===== config.mk =====
export PLATFORM = sky130hd
export DESIGN_NAME = regfile_dump_reader
export DESIGN_NICKNAME = d
export VERILOG_FILES = /design/src/rtl/regfile_dump_reader.sv
export SDC_FILE = /design/constraint.sdc
export NUM_CORES = 1
export LEC_CHECK = 0
export ABC_AREA = 1
export BUFFER_PORTS_ARGS = -buffer_cell sky130_fd_sc_hd__buf_2
export CAP_MARGIN = 10
export CORE_UTILIZATION = 50
export DETAILED_ROUTE_END_ITERATION = 10
export PLACE_DENSITY = 0.8
export SLEW_MARGIN = 20
export SYNTH_ARGS = -nofsm -noshare
export SYNTH_HDL_FRONTEND = slang
export SYNTH_SLANG_ARGS = --single-unit

===== constraint.sdc =====
create_clock -name CLK_I -period 1.8 [get_ports CLK_I]
set_input_delay 0.18 -clock CLK_I [delete_from_list [all_inputs] [get_ports CLK_I]]
set_output_delay 0.18 -clock CLK_I [all_outputs]
set_load 0.1 [all_outputs]

===== src/rtl/regfile_dump_reader.sv =====
// Read-side sequencer that walks a wrapping address window of a register file and streams words out over valid/ready.
// Optional feature macro: REGFILE_DUMP_PARITY_EN (adds PARITY_O and BEAT_LAST_O).
`ifndef DATA_WIDTH
`define DATA_WIDTH 32
`endif

module regfile_dump_reader #(
    parameter int unsigned REGFILE_SIZE       = 128,
    parameter int unsigned REGFILE_ADDR_WIDTH = 7
) (
    input  logic                          CLK_I,
    input  logic                          RST_N_I,
    input  logic                          EN_I,
    input  logic                          START_I,
    input  logic [REGFILE_ADDR_WIDTH-1:0] BASE_ADDR_I,
    input  logic [REGFILE_ADDR_WIDTH:0]   COUNT_I,
    output logic [REGFILE_ADDR_WIDTH-1:0] RF_RD_ADDR_O,
    input  logic [`DATA_WIDTH-1:0]        RF_RD_DATA_I,
    output logic [`DATA_WIDTH-1:0]        DATA_O,
    output logic [REGFILE_ADDR_WIDTH-1:0] ADDR_O,
    output logic                          VALID_O,
    input  logic                          READY_I,
    output logic                          BUSY_O,
    output logic                          DONE_O
`ifdef REGFILE_DUMP_PARITY_EN
    ,
    output logic                          PARITY_O,
    output logic                          BEAT_LAST_O
`endif
);

    localparam int unsigned AW = REGFILE_ADDR_WIDTH;
    localparam int unsigned CW = REGFILE_ADDR_WIDTH + 1;
    localparam int unsigned DW = `DATA_WIDTH;

    localparam logic [AW-1:0] LAST_ADDR = AW'(REGFILE_SIZE - 1);

    localparam logic [0:0] ST_IDLE = 1'b0;
    localparam logic [0:0] ST_READ = 1'b1;

    logic [0:0]    state_q, state_d;
    logic [AW-1:0] addr_q, addr_d;
    logic [CW-1:0] rem_q, rem_d;
    logic [DW-1:0] data_q, data_d;
    logic [AW-1:0] out_addr_q, out_addr_d;
    logic          valid_q, valid_d;
    logic          busy_q, busy_d;
    logic          done_q, done_d;
    logic          load_c;
`ifdef REGFILE_DUMP_PARITY_EN
    logic          parity_q, parity_d;
    logic          last_q, last_d;
`endif

    // A new word may enter the output register when it is empty or being drained this cycle.
    assign load_c = (state_q == ST_READ) && (rem_q != '0) && (!valid_q || READY_I);

    // State and datapath registers; EN_I low freezes everything, including DONE_O.
    always_ff @(posedge CLK_I or negedge RST_N_I) begin
        if (!RST_N_I) begin
            state_q    <= ST_IDLE;
            addr_q     <= '0;
            rem_q      <= '0;
            data_q     <= '0;
            out_addr_q <= '0;
            valid_q    <= 1'b0;
            busy_q     <= 1'b0;
            done_q     <= 1'b0;
`ifdef REGFILE_DUMP_PARITY_EN
            parity_q   <= 1'b0;
            last_q     <= 1'b0;
`endif
        end else if (EN_I) begin
            state_q    <= state_d;
            addr_q     <= addr_d;
            rem_q      <= rem_d;
            data_q     <= data_d;
            out_addr_q <= out_addr_d;
            valid_q    <= valid_d;
            busy_q     <= busy_d;
            done_q     <= done_d;
`ifdef REGFILE_DUMP_PARITY_EN
            parity_q   <= parity_d;
            last_q     <= last_d;
`endif
        end
    end

    // Next-state and next-output logic.
    always_comb begin
        state_d    = state_q;
        addr_d     = addr_q;
        rem_d      = rem_q;
        data_d     = data_q;
        out_addr_d = out_addr_q;
        valid_d    = valid_q;
        busy_d     = busy_q;
        done_d     = 1'b0;
`ifdef REGFILE_DUMP_PARITY_EN
        parity_d   = parity_q;
        last_d     = last_q;
`endif

        case (state_q)
            ST_IDLE: begin
                if (START_I) begin
                    if (COUNT_I != '0) begin
                        state_d = ST_READ;
                        addr_d  = BASE_ADDR_I;
                        rem_d   = COUNT_I;
                        busy_d  = 1'b1;
                    end else begin
                        done_d  = 1'b1;
                    end
                end
            end

            ST_READ: begin
                if (load_c) begin
                    data_d     = RF_RD_DATA_I;
                    out_addr_d = addr_q;
                    valid_d    = 1'b1;
                    addr_d     = (addr_q == LAST_ADDR) ? '0 : addr_q + AW'(1);
                    rem_d      = rem_q - CW'(1);
`ifdef REGFILE_DUMP_PARITY_EN
                    parity_d   = ^RF_RD_DATA_I;
                    last_d     = (rem_q == CW'(1));
`endif
                end else if ((rem_q == '0) && (!valid_q || READY_I)) begin
                    // Final beat drained: close the dump.
                    valid_d = 1'b0;
                    state_d = ST_IDLE;
                    busy_d  = 1'b0;
                    done_d  = 1'b1;
`ifdef REGFILE_DUMP_PARITY_EN
                    last_d  = 1'b0;
`endif
                end
            end

            default: begin
                state_d = ST_IDLE;
                valid_d = 1'b0;
                busy_d  = 1'b0;
            end
        endcase
    end

    assign RF_RD_ADDR_O = addr_q;
    assign DATA_O       = data_q;
    assign ADDR_O       = out_addr_q;
    assign VALID_O      = valid_q;
    assign BUSY_O       = busy_q;
    assign DONE_O       = done_q;
`ifdef REGFILE_DUMP_PARITY_EN
    assign PARITY_O     = parity_q;
    assign BEAT_LAST_O  = last_q;
`endif

endmodule


==> metrics.yaml, run 1 <==
synthFlopType: "dfrtp_1"
cts_sinks: 58
die_y_um: 77.92
crit_arrival_ns: 1.93
hold_viol_final: 0
fin_util_pct: 66.08
synth_edf_count: 0
netlist_area_um2: 2882
overflow: 0
gp_congestion: 0.8368
htreeDepth: 3
design_area_um2: 3661
drc: 0
antenna_found_initial: 0
clk_pin_slew_ns: 0.07
crit_type: "reg -> reg"
antennaDiodeCount: 0
yosys.area.top_type_share_pct: 50.37
synthesis.nets: 419
path_max_fanout: 38
ys_types: 26
period_share_pct: 92.21
wirelength_um: 7005
ys_seq_elements: 58
startpoint: "rem_q[0]$_DFFE_PN0P_"
rows: 27
cpMostUsedCell: "nand2_1"
rsz0062_at_grt: "false"
hp-class: "in -> reg"
clock_path_buffers: 2
cts_tree: "yes"
drive_above_1_share_pct: 30.00
cts_made_buffers: 9
cpPeakStageDelay_ns: 0.39
n_fill_cell: 471
drv_cap: 0
syn_to_final_growth_pct: 27.05
cp_cell_sequence: "inv_1 > ha_1 > nand2_1 > nor2_1 > nand2_2 > buf_12 > nand2_4 > nand2_1 > nand2_1"
grt_pass1_wl_um: 11560
die_w_um: 77.92
postRouteAntennaNets: 0
cpLargestDelayFamily: "simple AND/OR/NAND/NOR gates"
vias: 2766
relSlewSlack_pct: 67.00
r2r-start: "rem_q[0]$_DFFE_PN0P_"
start_kind: "flip-flop"
pin_count: 101
synth_area_leaders: "dfrtp_1 50%, nand2_1 20%, nand3_1 11%"
fin_setup_tns_ns: 0
nets: 521
tightest_slew_ns: 0.4984
die-area_um2: 6071
io_buffer_count: 100
initialDrtViolationCount: 173
core-area_um2: 5540
place_area_um2: 3416
crit_required_ns: 2.07
synthArstFlopShare_pct: 100.0
maxSlewViolCount: 0
avgViaCountPerCell: 5.103
syn_area_per_cell_um2: 7.916
seq_area_frac_synth_pct: 50.37
r2r-end: "DATA_O[25]$_DFFE_PN0P_"
rrSetupSlack_ns: 0.14
initial_core_util_pct: 52.01
fin_skew_ns: 0.008220
dp_hpwl_um: 4824
yosysWarnings: 0
first_pass_iters: 4
cp_slowest_cell: "dfrtp_1"
crit_buf_inv: 2
synth.largest_area_cell: "dfrtp_1"
fmax_mhz: 602.5
cp.depth: 9
grt_pass1_vias: 2592
drt-wirelength-per-cell_um: 12.92
crit_path_end_kind: "flip-flop"
final_cell_mix: "157 x nand2_1, 100 x buf_2, 61 x nand3_1, 54 x dfrtp_1, 14 x nor2_1"
cp-endpoint: "DATA_O[25]$_DFFE_PN0P_"
grtUsageTotal_pct: 24.30
netlist_instances: 364
grt_max_degree: 59
setup_viol: 0
r2r_cells: 9
layout_commonest_cell: "nand2_1"
post-cts-setup-buffers: 0
outcome: "complete, no violations"
clk_latency_ns: 0.33
cts-root-buf: "clkbuf_8"
finalCriticalPeriod_ns: 1.660
-- worst min-delay path by stage --
stage                          from                      to  cells after the start
finish              RF_RD_DATA_I[9]   DATA_O[9]$_DFFE_PN0P_                      3
global route        RF_RD_DATA_I[9]   DATA_O[9]$_DFFE_PN0P_                      3
CTS                 RF_RD_DATA_I[9]   DATA_O[9]$_DFFE_PN0P_                      3
detailed placement          RST_N_I  DATA_O[18]$_DFFE_PN0P_                      2
global placement            RST_N_I  DATA_O[13]$_DFFE_PN0P_                      2
floorplan                   RST_N_I   ADDR_O[0]$_DFFE_PN0P_                      0
-- worst min-delay path: stages --
cell and delay [ns]:
buf_2 0.07, nand3_1 0.06, nand2_1 0.06
-- state kept, by name, summed over array words and instances, names as in the netlist --
register      cells
RF_RD_ADDR_O      7
VALID_O           1
DATA_O           32
DONE_O            1
BUSY_O            1
rem_q             8
state_q           1
ADDR_O            7
-- cells by family after synthesis --
group | share of synthesized area, %
AOI/OAI and AO/OA | 3.778
xor gates and xnor gates | 0.9120
DFF | 50.37
buffers and inverters | 7.295
adders and majority gates | 1.303
and+or+nand+nor | 36.34
-- area by class of cell --
type	count	area (um^2)	share of cell area, %
flip-flops and latches	58	1456	39.78
multi-input cells	270	1245	34.01
repair buffers	108	588.1	16.06
clock buffers	12	145.1	3.964
well taps	72	90.09	2.461
inverters	19	71.32	1.948
clock inverters	3	65.06	1.777
-- per-layer routing --
| layer | track usage [%] | part of all wire [%] | vias to the layer above |
|---|---|---|---|
| met2 | 39.47 | 47 | 117 |
| met3 | 6.000 | 8.6 | 11 |
| li1 | - | - | 1359 |
| met4 | 10.00 | 1.5 | 0 |
| met5 | 0 | 0 | - |
| met1 | 31.04 | 43 | 1279 |
-- synthesized netlist by cell type, types with 2 or more instances --
library cell  count
ha_1              3
nand2_1         157
nor2_4            2
xor2_1            2
o21ai_1           5
nand2_2           4
clkbuf_1          2
buf_6             7
nor2_1           14
buf_4             3
dfrtp_1          58
inv_1            13
buf_2             6
o21ai_0          11
nand3_1          61
inv_2             6
-- per-stage QoR --
step	setup WS (ns)	hold slack, ns	instances
detailed placement	0.09630	0.2041	525
global route	0.02636	0.07534	542
CTS	0.07494	0.06394	541
global placement	0.1945	0.2032	525
floorplan	0.05168	-0.1156	364
finish	0.1402	0.07156	542
-- what timing repair did --
item,CTS,global route
endpoints found under the hold margin,58,0
endpoints found under the setup margin,0,22
hold buffers,1,0
gates resized for setup,0,2
Power of run 1 is not shown: default switching activity piles up to over one toggle a cycle in this logic, so the estimate is an artifact.
==> run 2, diff against run 1 <==
- CORE_UTILIZATION: 50 -> 51
- CTS_BUF_LIST: default -> sky130_fd_sc_hd__clkbuf_4
- PLACE_DENSITY: 0.8 -> 0.81
==> run 2 against run 1 <==
  * Design area shrank 0.31%
  * Critical path depth shrank 1
  * Global-route usage shrank 0.19 points
  * Clock skew grew 0.0046 ns
  * Utilization grew 0.61 points
  * Critical path type unchanged
==> metrics.yaml, run 2 (synthesized netlist as in run 1, its figures left out) <==
initial_core_util_pct: 52.65  # +0.64 points
pin_count: 101  # unchanged
syn_to_final_growth_pct: 26.66
die_y_um: 77.17  # -0.96%
crit_required_ns: 2.07  # about the same
relSlewSlack_pct: 66.71  # -0.29 points
tightest_slew_ns: 0.5027  # +0.004378 ns
drt-wirelength-per-cell_um: 12.47  # -3.5%
outcome: "complete, no violations"
layout_commonest_cell: "nand2_1"
path_max_fanout: 38  # unchanged
cts-root-buf: "clkbuf_4"
first_pass_iters: 4  # unchanged
dp_hpwl_um: 4871  # +0.97%
design_area_um2: 3650  # -0.31%
grt_max_degree: 45  # -24%
overflow: 0  # unchanged
drv_cap: 0  # unchanged
hold_ws_ns: 0.01477  # -0.05679 ns
postRouteAntennaNets: 0  # unchanged
crit_arrival_ns: 1.88  # -0.05 ns
avgViaCountPerCell: 5.084  # -0.38%
final_cell_mix: "157 x nand2_1, 100 x buf_2, 61 x nand3_1, 54 x dfrtp_1, 14 x nor2_1"
fmax_mhz: 618.6  # +2.7%
drc: 0  # unchanged
setup_viol: 0  # unchanged
crit_path_end_kind: "flip-flop"
finalCriticalPeriod_ns: 1.617  # -0.04321 ns
nets: 525  # +0.77%
antennaDiodeCount: 0  # unchanged
io_buffer_count: 100  # unchanged
rows: 27  # unchanged
drive_above_1_share_pct: 30.53  # +0.53 points
hold_viol_final: 0  # unchanged
clk_latency_ns: 0.39  # +0.06 ns
crit_type: "reg -> reg"
cp_slowest_cell: "dfrtp_1"
maxSlewViolCount: 0  # unchanged
cts_tree: "yes"
antenna_found_initial: 0  # unchanged
period_share_pct: 89.81  # -2.4 points
wirelength_um: 6820  # -2.6%
core-area_um2: 5473  # -1.2%
die_w_um: 77.17  # -0.96%
largest_reg_flops: 32  # unchanged
grt_pass1_vias: 2570  # -0.85%
htreeDepth: 3  # unchanged
place_area_um2: 3423  # +0.22%
grt_busiest_layer: "met2"
rsz0062_at_grt: "false"
fin_skew_ns: 0.01285  # +0.004630 ns
hp-class: "in -> reg"
grtUsageMet1_pct: 31.46  # +0.42 points
gp_congestion: 0.8733  # +4.4%
grtUsageMet2_pct: 39.65  # +0.18 points
clk_pin_slew_ns: 0.11  # +0.04 ns
cp_cell_sequence: "inv_1 > ha_1 > nand2_1 > nor2_1 > nand2_2 > buf_12 > nand2_4 > o21ai_1"
cts_sinks: 58  # unchanged
vias: 2781  # +0.54%
fin_util_pct: 66.69  # +0.61 points
cpPeakStageDelay_ns: 0.42  # +0.03 ns
use_met3_pct: 4.881  # -1.1 points
start_kind: "flip-flop"
cts_made_buffers: 9  # unchanged
clock_path_buffers: 2  # unchanged
die-area_um2: 5954  # -1.9%
initialDrtViolationCount: 138  # -20%
grt_pass1_wl_um: 11400  # -1.4%
grtUsageTotal_pct: 24.11  # -0.19 points
fin_setup_tns_ns: 0  # unchanged
-- run 2: per-stage QoR --
stage | std cells | worst slack, ns
global route | 547 | 0.01335
floorplan | 364 | 0.05168
detailed placement | 526 | 0.1203
finish | 547 | 0.1834
CTS | 546 | 0.09471
global placement | 526 | 0.1869
-- run 2: cell type report --
class                      instances  area, um^2
fill                             490        1823
clock buffer                       9       67.56
sequential                        58        1456
timing repair buffer             112       625.6
multi-input combinational        270        1245
tap                               72       90.09
inverter                          19       71.32
clock inverter                     7       93.84
-- run 2: critical path: cells and delay by family, from the launching register on --
| family | cells | cell delay [ns] |
|---|---|---|
| AND/OR/NAND/NOR | 4 | 0.53 |
| AO/OA/AOI/OAI | 1 | 0.10 |
| buffers and inverters | 2 | 0.29 |
| flip-flops | 1 | 0.42 |
| adder cells (fa/ha/maj) | 1 | 0.15 |
-- run 2: repair_timing --
action / 4_1_cts / 5_1_grt
buffers inserted: 0 / 0
setup endpoints to repair: 0 / 27
hold buffers: 4 / 0
hold endpoints to repair: 18 / 0
gates resized for setup: 0 / 2
-- run 2: worst paths after layout --
check	from	end	slack (ns)	cells past startpoint
min in group asynchronous	RST_N_I	RF_RD_ADDR_O[6]$_DFFE_PN0P_	0.28	2
worst min-delay path	RF_RD_DATA_I[5]	DATA_O[5]$_DFFE_PN0P_	0.01	3
max in group asynchronous	RST_N_I	RF_RD_ADDR_O[0]$_DFFE_PN0P_	0.95	3
worst min register to register	DATA_O[20]$_DFFE_PN0P_	DATA_O[20]$_DFFE_PN0P_	0.47	2
worst max-delay path	rem_q[0]$_DFFE_PN0P_	ADDR_O[3]$_DFFE_PN0P_	0.18	8
worst max register to register	rem_q[0]$_DFFE_PN0P_	ADDR_O[3]$_DFFE_PN0P_	0.18	8
-- run 2: routing by layer --
metal | up-vias | wire (um)
met5 | - | 0
met4 | 0 | 91
met3 | 10 | 540
met2 | 126 | 3208
met1 | 1276 | 2980
li1 | 1369 | -
Power of run 2 is left out for the same reason.
